[src/rtl/data_exec_pipe.sv]
// data_exec_pipe
//   Two-stage execute datapath: register file read with write-back
//   forwarding, ALU-source mux, ALU, and a registered W stage that writes
//   back to the register file on the following edge.
//
//   Optional feature macro: DATA_EXEC_MUL_EN
//     defined   : ALUctrl=111 runs an iterative shift-add multiplier
//                 (DATAWIDTH cycles) and holds in_ready low while busy.
//     undefined : no multiplier/FSM, in_ready tied high, ALUctrl=111
//                 completes in one cycle with result 0.
//
//   Ports
//     clk, rst_n            clock, asynchronous active-low reset
//     in_valid / in_ready   operation handshake
//     rs1, rs2, rd          source / destination register indices
//     RegWrite              write result to rd
//     ALUsrc                0: op2 = reg[rs2], 1: op2 = ImmOp
//     ALUctrl               ADD SUB AND OR XOR SLT SLL MUL
//     ImmOp                 immediate operand
//     out_valid             one-cycle pulse, result/EQ valid
//     result, EQ            registered ALU result and (op1 == op2)
//     a0                    committed content of reg[A0IDX]
module data_exec_pipe #(
  parameter int unsigned DATAWIDTH = 32,
  parameter int unsigned REGWIDTH  = 5,
  parameter int unsigned A0IDX     = 10
) (
  input  logic                 clk,
  input  logic                 rst_n,
  input  logic                 in_valid,
  output logic                 in_ready,
  input  logic [REGWIDTH-1:0]  rs1,
  input  logic [REGWIDTH-1:0]  rs2,
  input  logic [REGWIDTH-1:0]  rd,
  input  logic                 RegWrite,
  input  logic                 ALUsrc,
  input  logic [2:0]           ALUctrl,
  input  logic [DATAWIDTH-1:0] ImmOp,
  output logic                 out_valid,
  output logic [DATAWIDTH-1:0] result,
  output logic                 EQ,
  output logic [DATAWIDTH-1:0] a0
);

  localparam int unsigned NREGS = 1 << REGWIDTH;
  localparam int unsigned SHW   = $clog2(DATAWIDTH);
  localparam logic [REGWIDTH-1:0] A0SEL = REGWIDTH'(A0IDX);

  // Register file and W stage
  logic [DATAWIDTH-1:0] regs_q [NREGS];
  logic                 w_valid_q;
  logic                 w_we_q;
  logic [REGWIDTH-1:0]  w_rd_q;
  logic [DATAWIDTH-1:0] w_res_q;
  logic                 w_eq_q;

  // W-stage load request and payload
  logic                 w_load;
  logic [DATAWIDTH-1:0] w_load_res;
  logic                 w_load_eq;
  logic [REGWIDTH-1:0]  w_load_rd;
  logic                 w_load_we;

  logic [DATAWIDTH-1:0] op1, op2, rdata2, alu_res;
  logic                 op_eq;

  // Forwarding from W covers the same-edge write-back case: the value being
  // written this edge is the one read.
  always_comb begin
    op1 = '0;
    if (rs1 != '0) begin
      if (w_valid_q && w_we_q && (w_rd_q == rs1)) op1 = w_res_q;
      else                                       op1 = regs_q[rs1];
    end
    rdata2 = '0;
    if (rs2 != '0) begin
      if (w_valid_q && w_we_q && (w_rd_q == rs2)) rdata2 = w_res_q;
      else                                       rdata2 = regs_q[rs2];
    end
  end

  assign op2   = ALUsrc ? ImmOp : rdata2;
  assign op_eq = (op1 == op2);

  always_comb begin
    alu_res = '0;
    case (ALUctrl)
      3'b000:  alu_res = op1 + op2;
      3'b001:  alu_res = op1 - op2;
      3'b010:  alu_res = op1 & op2;
      3'b011:  alu_res = op1 | op2;
      3'b100:  alu_res = op1 ^ op2;
      3'b101:  alu_res = {{(DATAWIDTH-1){1'b0}}, ($signed(op1) < $signed(op2))};
      3'b110:  alu_res = op1 << op2[SHW-1:0];
      default: alu_res = '0;
    endcase
  end

`ifdef DATA_EXEC_MUL_EN
  typedef enum logic {IDLE, BUSY} state_t;

  state_t               state_q, state_d;
  logic [DATAWIDTH-1:0] mcand_q, mcand_d;
  logic [DATAWIDTH-1:0] mplier_q, mplier_d;
  logic [DATAWIDTH-1:0] acc_q, acc_d;
  logic [SHW-1:0]       cnt_q, cnt_d;
  logic [REGWIDTH-1:0]  m_rd_q, m_rd_d;
  logic                 m_we_q, m_we_d;
  logic                 m_eq_q, m_eq_d;
  logic [DATAWIDTH-1:0] acc_step;

  assign in_ready = (state_q == IDLE);
  assign acc_step = acc_q + (mplier_q[0] ? mcand_q : '0);

  always_comb begin
    state_d    = state_q;
    mcand_d    = mcand_q;
    mplier_d   = mplier_q;
    acc_d      = acc_q;
    cnt_d      = cnt_q;
    m_rd_d     = m_rd_q;
    m_we_d     = m_we_q;
    m_eq_d     = m_eq_q;
    w_load     = 1'b0;
    w_load_res = alu_res;
    w_load_eq  = op_eq;
    w_load_rd  = rd;
    w_load_we  = RegWrite;
    case (state_q)
      IDLE: begin
        if (in_valid) begin
          if (ALUctrl == 3'b111) begin
            mcand_d  = op1;
            mplier_d = op2;
            acc_d    = '0;
            cnt_d    = '0;
            m_rd_d   = rd;
            m_we_d   = RegWrite;
            m_eq_d   = op_eq;
            state_d  = BUSY;
          end else begin
            w_load = 1'b1;
          end
        end
      end
      BUSY: begin
        acc_d    = acc_step;
        mcand_d  = mcand_q << 1;
        mplier_d = mplier_q >> 1;
        cnt_d    = cnt_q + SHW'(1);
        // Last iteration: the accumulated sum including this edge's step
        // goes straight into W.
        if (cnt_q == SHW'(DATAWIDTH - 1)) begin
          w_load     = 1'b1;
          w_load_res = acc_step;
          w_load_eq  = m_eq_q;
          w_load_rd  = m_rd_q;
          w_load_we  = m_we_q;
          state_d    = IDLE;
        end
      end
      default: state_d = IDLE;
    endcase
  end

  always_ff @(posedge clk or negedge rst_n) begin
    if (!rst_n) begin
      state_q  <= IDLE;
      mcand_q  <= '0;
      mplier_q <= '0;
      acc_q    <= '0;
      cnt_q    <= '0;
      m_rd_q   <= '0;
      m_we_q   <= 1'b0;
      m_eq_q   <= 1'b0;
    end else begin
      state_q  <= state_d;
      mcand_q  <= mcand_d;
      mplier_q <= mplier_d;
      acc_q    <= acc_d;
      cnt_q    <= cnt_d;
      m_rd_q   <= m_rd_d;
      m_we_q   <= m_we_d;
      m_eq_q   <= m_eq_d;
    end
  end
`else
  assign in_ready   = 1'b1;
  assign w_load     = in_valid;
  assign w_load_res = alu_res;
  assign w_load_eq  = op_eq;
  assign w_load_rd  = rd;
  assign w_load_we  = RegWrite;
`endif

  // W stage: result/EQ hold their last value between pulses.
  always_ff @(posedge clk or negedge rst_n) begin
    if (!rst_n) begin
      w_valid_q <= 1'b0;
      w_we_q    <= 1'b0;
      w_rd_q    <= '0;
      w_res_q   <= '0;
      w_eq_q    <= 1'b0;
    end else begin
      w_valid_q <= w_load;
      if (w_load) begin
        w_we_q  <= w_load_we;
        w_rd_q  <= w_load_rd;
        w_res_q <= w_load_res;
        w_eq_q  <= w_load_eq;
      end
    end
  end

  // Write-back on the edge following out_valid
  always_ff @(posedge clk or negedge rst_n) begin
    if (!rst_n) begin
      for (int unsigned i = 0; i < NREGS; i++) regs_q[i] <= '0;
    end else if (w_valid_q && w_we_q && (w_rd_q != '0)) begin
      regs_q[w_rd_q] <= w_res_q;
    end
  end

  assign out_valid = w_valid_q;
  assign result    = w_res_q;
  assign EQ        = w_eq_q;
  assign a0        = regs_q[A0SEL];

endmodule

[config.mk]
export PLATFORM = sky130hd
export DESIGN_NAME = data_exec_pipe
export DESIGN_NICKNAME = d
export VERILOG_FILES = /design/src/rtl/data_exec_pipe.sv
export SDC_FILE = /design/constraint.sdc
export NUM_CORES = 2
export LEC_CHECK = 0
export BUFFER_PORTS_ARGS = -buffer_cell sky130_fd_sc_hd__buf_4
export CORE_MARGIN = 3
export CORE_UTILIZATION = 30
export DETAILED_ROUTE_END_ITERATION = 7
export GPL_ROUTABILITY_DRIVEN = 0
export PLACE_DENSITY_LB_ADDON = 0.08
export SYNTH_ARGS = -nofsm -noshare
export SYNTH_HDL_FRONTEND = slang
export SYNTH_SLANG_ARGS = --single-unit
[constraint.sdc]
create_clock -name clk -period 5.8 [get_ports clk]
set_input_delay 1.16 -clock clk [delete_from_list [all_inputs] [get_ports clk]]
set_output_delay 1.16 -clock clk [all_outputs]
set_load 0.02 [all_outputs]
==> flow_summary_export.csv <==
group,metric,value,unit
synthesis,synth_ff_type,"dfrtp_1",
route,detail-route-antenna-nets,0,
setup_path,critPathLaunch,"rs2[1]",
setup_path,cp.buffers_inverters,5,
pwr,share_seq_of_total_power,37.5,%
synthesis,yosysTopAreaCell,"dfrtp_1",
die,die_w,469,um
cts,cts_setup_buffers,0,
die,core_area,213000,um^2
synthesis,synthArstFlopShare,100,%
setup_path,crit_path_max_incr_delay,1140,ps
timing,fin_ws,144,ps
setup_path,worstPathArrival,6350,ps
outcome,status,"finished, final reports clean",
synthesis,synthesis.nets,5204,
pwr,p_switching,8.39,mW
route,drt_iter0_drc,4650,
cts,clk_latency,810,ps
synthesis,synth_edf_count,0,
final_layout,fill_cells,20600,
synthesis,synth_top_area_share,41.5,%
pwr,p_leak,36.1,nW
cts,h-tree-depth,4,
final_layout,fin_nets,5840,
timing,slew_viol_final,0,
route,firstDrtPassIters,6,
route,vias,49500,
cts,clock-sinks,1064,
synthesis,netlist_area,64200,um^2
global_routing,antenna_found_initial,19,
timing,finalClockSkew,31.8,ps
setup_path,crit_fanout,31,
synthesis,synth_cells,5045,
job,drv_cap,0,
route,routedWlPerCell,34.6,um
final_layout,stdcell_area,79300,um^2
setup_path,cp-start-kind,"primary input",
placed_design,placement.cell_area,74600,um^2
die,dieArea,220000,um^2
die,die_h,469,um
global_routing,gr-total-overflow,0,
min_path,hold_class,"primary input to async pin",
global_routing,grt_pass1_wl,417000,um
pwr,power.share.clock,34.3,%
route,drc,0,
setup_path,slowest_stage,"o31ai_1",
synthesis,post-synth-top-count-cell,"dfrtp_1",
timing,fin_crit_sh,97.5,%
pwr,ir_worst_vdd,0.000316,V
timing,max_freq,0.177,GHz
cts,clkTransAtPathRegs,70,ps
placed_design,port_buffers,120,
timing,hold-worst-slack,362,ps
timing,finalSetupViolations,0,
final_layout,area_growth,23.5,%
setup_path,end_kind,"flop",
pwr,combPwrFrac,28.2,%
setup_path,required,6490,ps
cts,cts_root_buf,"clkbuf_16",
cts,cts_buffers,137,
timing,slew_headroom,4.02,%
cts,cts_buffer_depth,3,
setup_path,r2r_start,"w_rd_q[3]",
synthesis,yosys_warnings,0,
timing,final_hold_viol_count,0,
timing,grt_setup_unrepaired,"false",
synthesis,ys_seq_area_share,41.5,%
placed_design,place_ws,-855,ps
synthesis,ys_ff_latch,1064,
cts,cts_tree,"yes",
synthesis,ys_types,106,
final_layout,layout-drive-gt1-share,48.7,%
die,rows,169,
pwr,powerDensity,323,nW/um^2
placed_design,dp_hpwl,207000,um
cts,post_cts_resized,0,
die,initial_core_util,30.2,%
route,wirelength,298000,um
global_routing,grt_pass1_vias,50100,
timing,period_needed,5660,ps
setup_path,rr_endpoint,"result[0]",
die,io_pins,122,
synthesis,synth.top_cells.by_area,"dfrtp_1 41%, mux2_2 17%, mux4_2 17%",
route,via_per_inst,5.74,
setup_path,ff2ff_setup_slack,300,ps
global_routing,grt_start_max_net_pins,138,
setup_path,cpLargestDelayFamily,"compound AO/OA/AOI/OAI gates",
pwr,sw_frac_of_total,32.8,%
cts,hold_buffers,0,
timing,worst_pin_slew,1430,ps
setup_path,path_cells,"buf_8 > buf_12 > buf_4 > buf_12 > buf_4 > mux4_2 > mux4_2 > nor2b_1 > o31ai_1 > a22o_1 > ha_1 > or4_1 > o22ai_1 > nor2_1 > mux2_2 > a31oi_1 > o21ai_0 > a31oi_1 > o2bb2ai_1",
setup_path,ff2ff_path_depth,18,
setup_path,path_class,"primary input to flop",
pwr,power.total,25.6,mW
pwr,p_int,17.2,mW
synthesis,synthTopCellsByCount,"1064 x dfrtp_1, 978 x mux2_2, 476 x mux4_2",
synthesis,syn_area_per_cell,12.7,um^2
global_routing,grt_usage,26.9,%
-- per-stage QoR --
step,TNS (ps),std cells,utilization (%)
finish,0,8619,37.3
global route,0,8614,37.3
CTS,0,8610,37.3
detailed placement,-11020,8363,35.1
global placement,-11620,8363,35.1
floorplan,-1010,5045,-
-- logic make-up (layout without fill, tap and decap cells) --
logic type | after synthesis | in the layout | synth area share (%)
multiplexers | 1654 | 1654 | 37.1
AND/OR/NAND/NOR | 636 | 636 | 4.50
adder cells (fa/ha/maj) | 104 | 104 | 2.05
flip-flops | 1064 | 1064 | 41.5
AO/OA/AOI/OAI | 892 | 892 | 9.73
XOR/XNOR | 35 | 35 | 0.489
other | 1 | 10 | 0.00584
buffers and inverters | 659 | 1403 | 4.68
-- power by group through the flow --
stage | Combinational, mW | Clock, mW | Sequential, mW
2_1_floorplan | 4.15 | 0 | 9.34
3_3_place_gp | 7.14 | 0 | 9.66
3_5_place_dp | 7.16 | 0 | 9.68
4_1_cts | 7.19 | 8.98 | 9.55
5_1_grt | 7.67 | 9.27 | 9.72
6_report | 7.23 | 8.78 | 9.59
-- layout by cell type (no fill, tap or decap), types with 49 or more instances in the layout --
cell and n:
nand2_1 241, ha_1 102, mux2i_1 194, buf_12 99
buf_4 930, dfrtp_1 1064, o21ai_0 168, a21oi_1 160
o22ai_1 49, inv_1 114, a22oi_1 103, clkbuf_16 138
mux2_2 978, mux4_2 476, nor2_1 148
-- how the worst max path moves through the flow --
stage,slack [ps],end,cells after the start
floorplan,-310,result[23],22
global placement,-780,result[29],20
detailed placement,-860,result[29],20
CTS,8,result[29],20
global route,30,result[29],20
finish,140,result[0],19
-- metal layers --
layer,global-route usage (%),up-vias,wire length (um)
met5,0,-,13
met4,9.15,2,10700
met3,3.31,362,15800
met2,41.2,1713,133000
met1,39.3,26800,139000
li1,-,20600,-
-- registers in the layout, summed over array words and instances, names as in the netlist --
name	cells
w_rd_q	5
result	32
regs_q	992
a0	32
EQ	1
w_we_q	1
out_valid	1
-- area by class of cell --
type                    count  area (um^2)  area share, %
well taps                2821         3530           4.45
clock inverters            44          529          0.668
clock buffers             203         4050           5.11
flip-flops and latches   1064        26600           33.6
multi-input cells        3322        35000           44.1
diodes                      9         22.5         0.0284
repair buffers           1034         9050           11.4
inverters                 122          475          0.600
(Power assumes the default switching activity.)
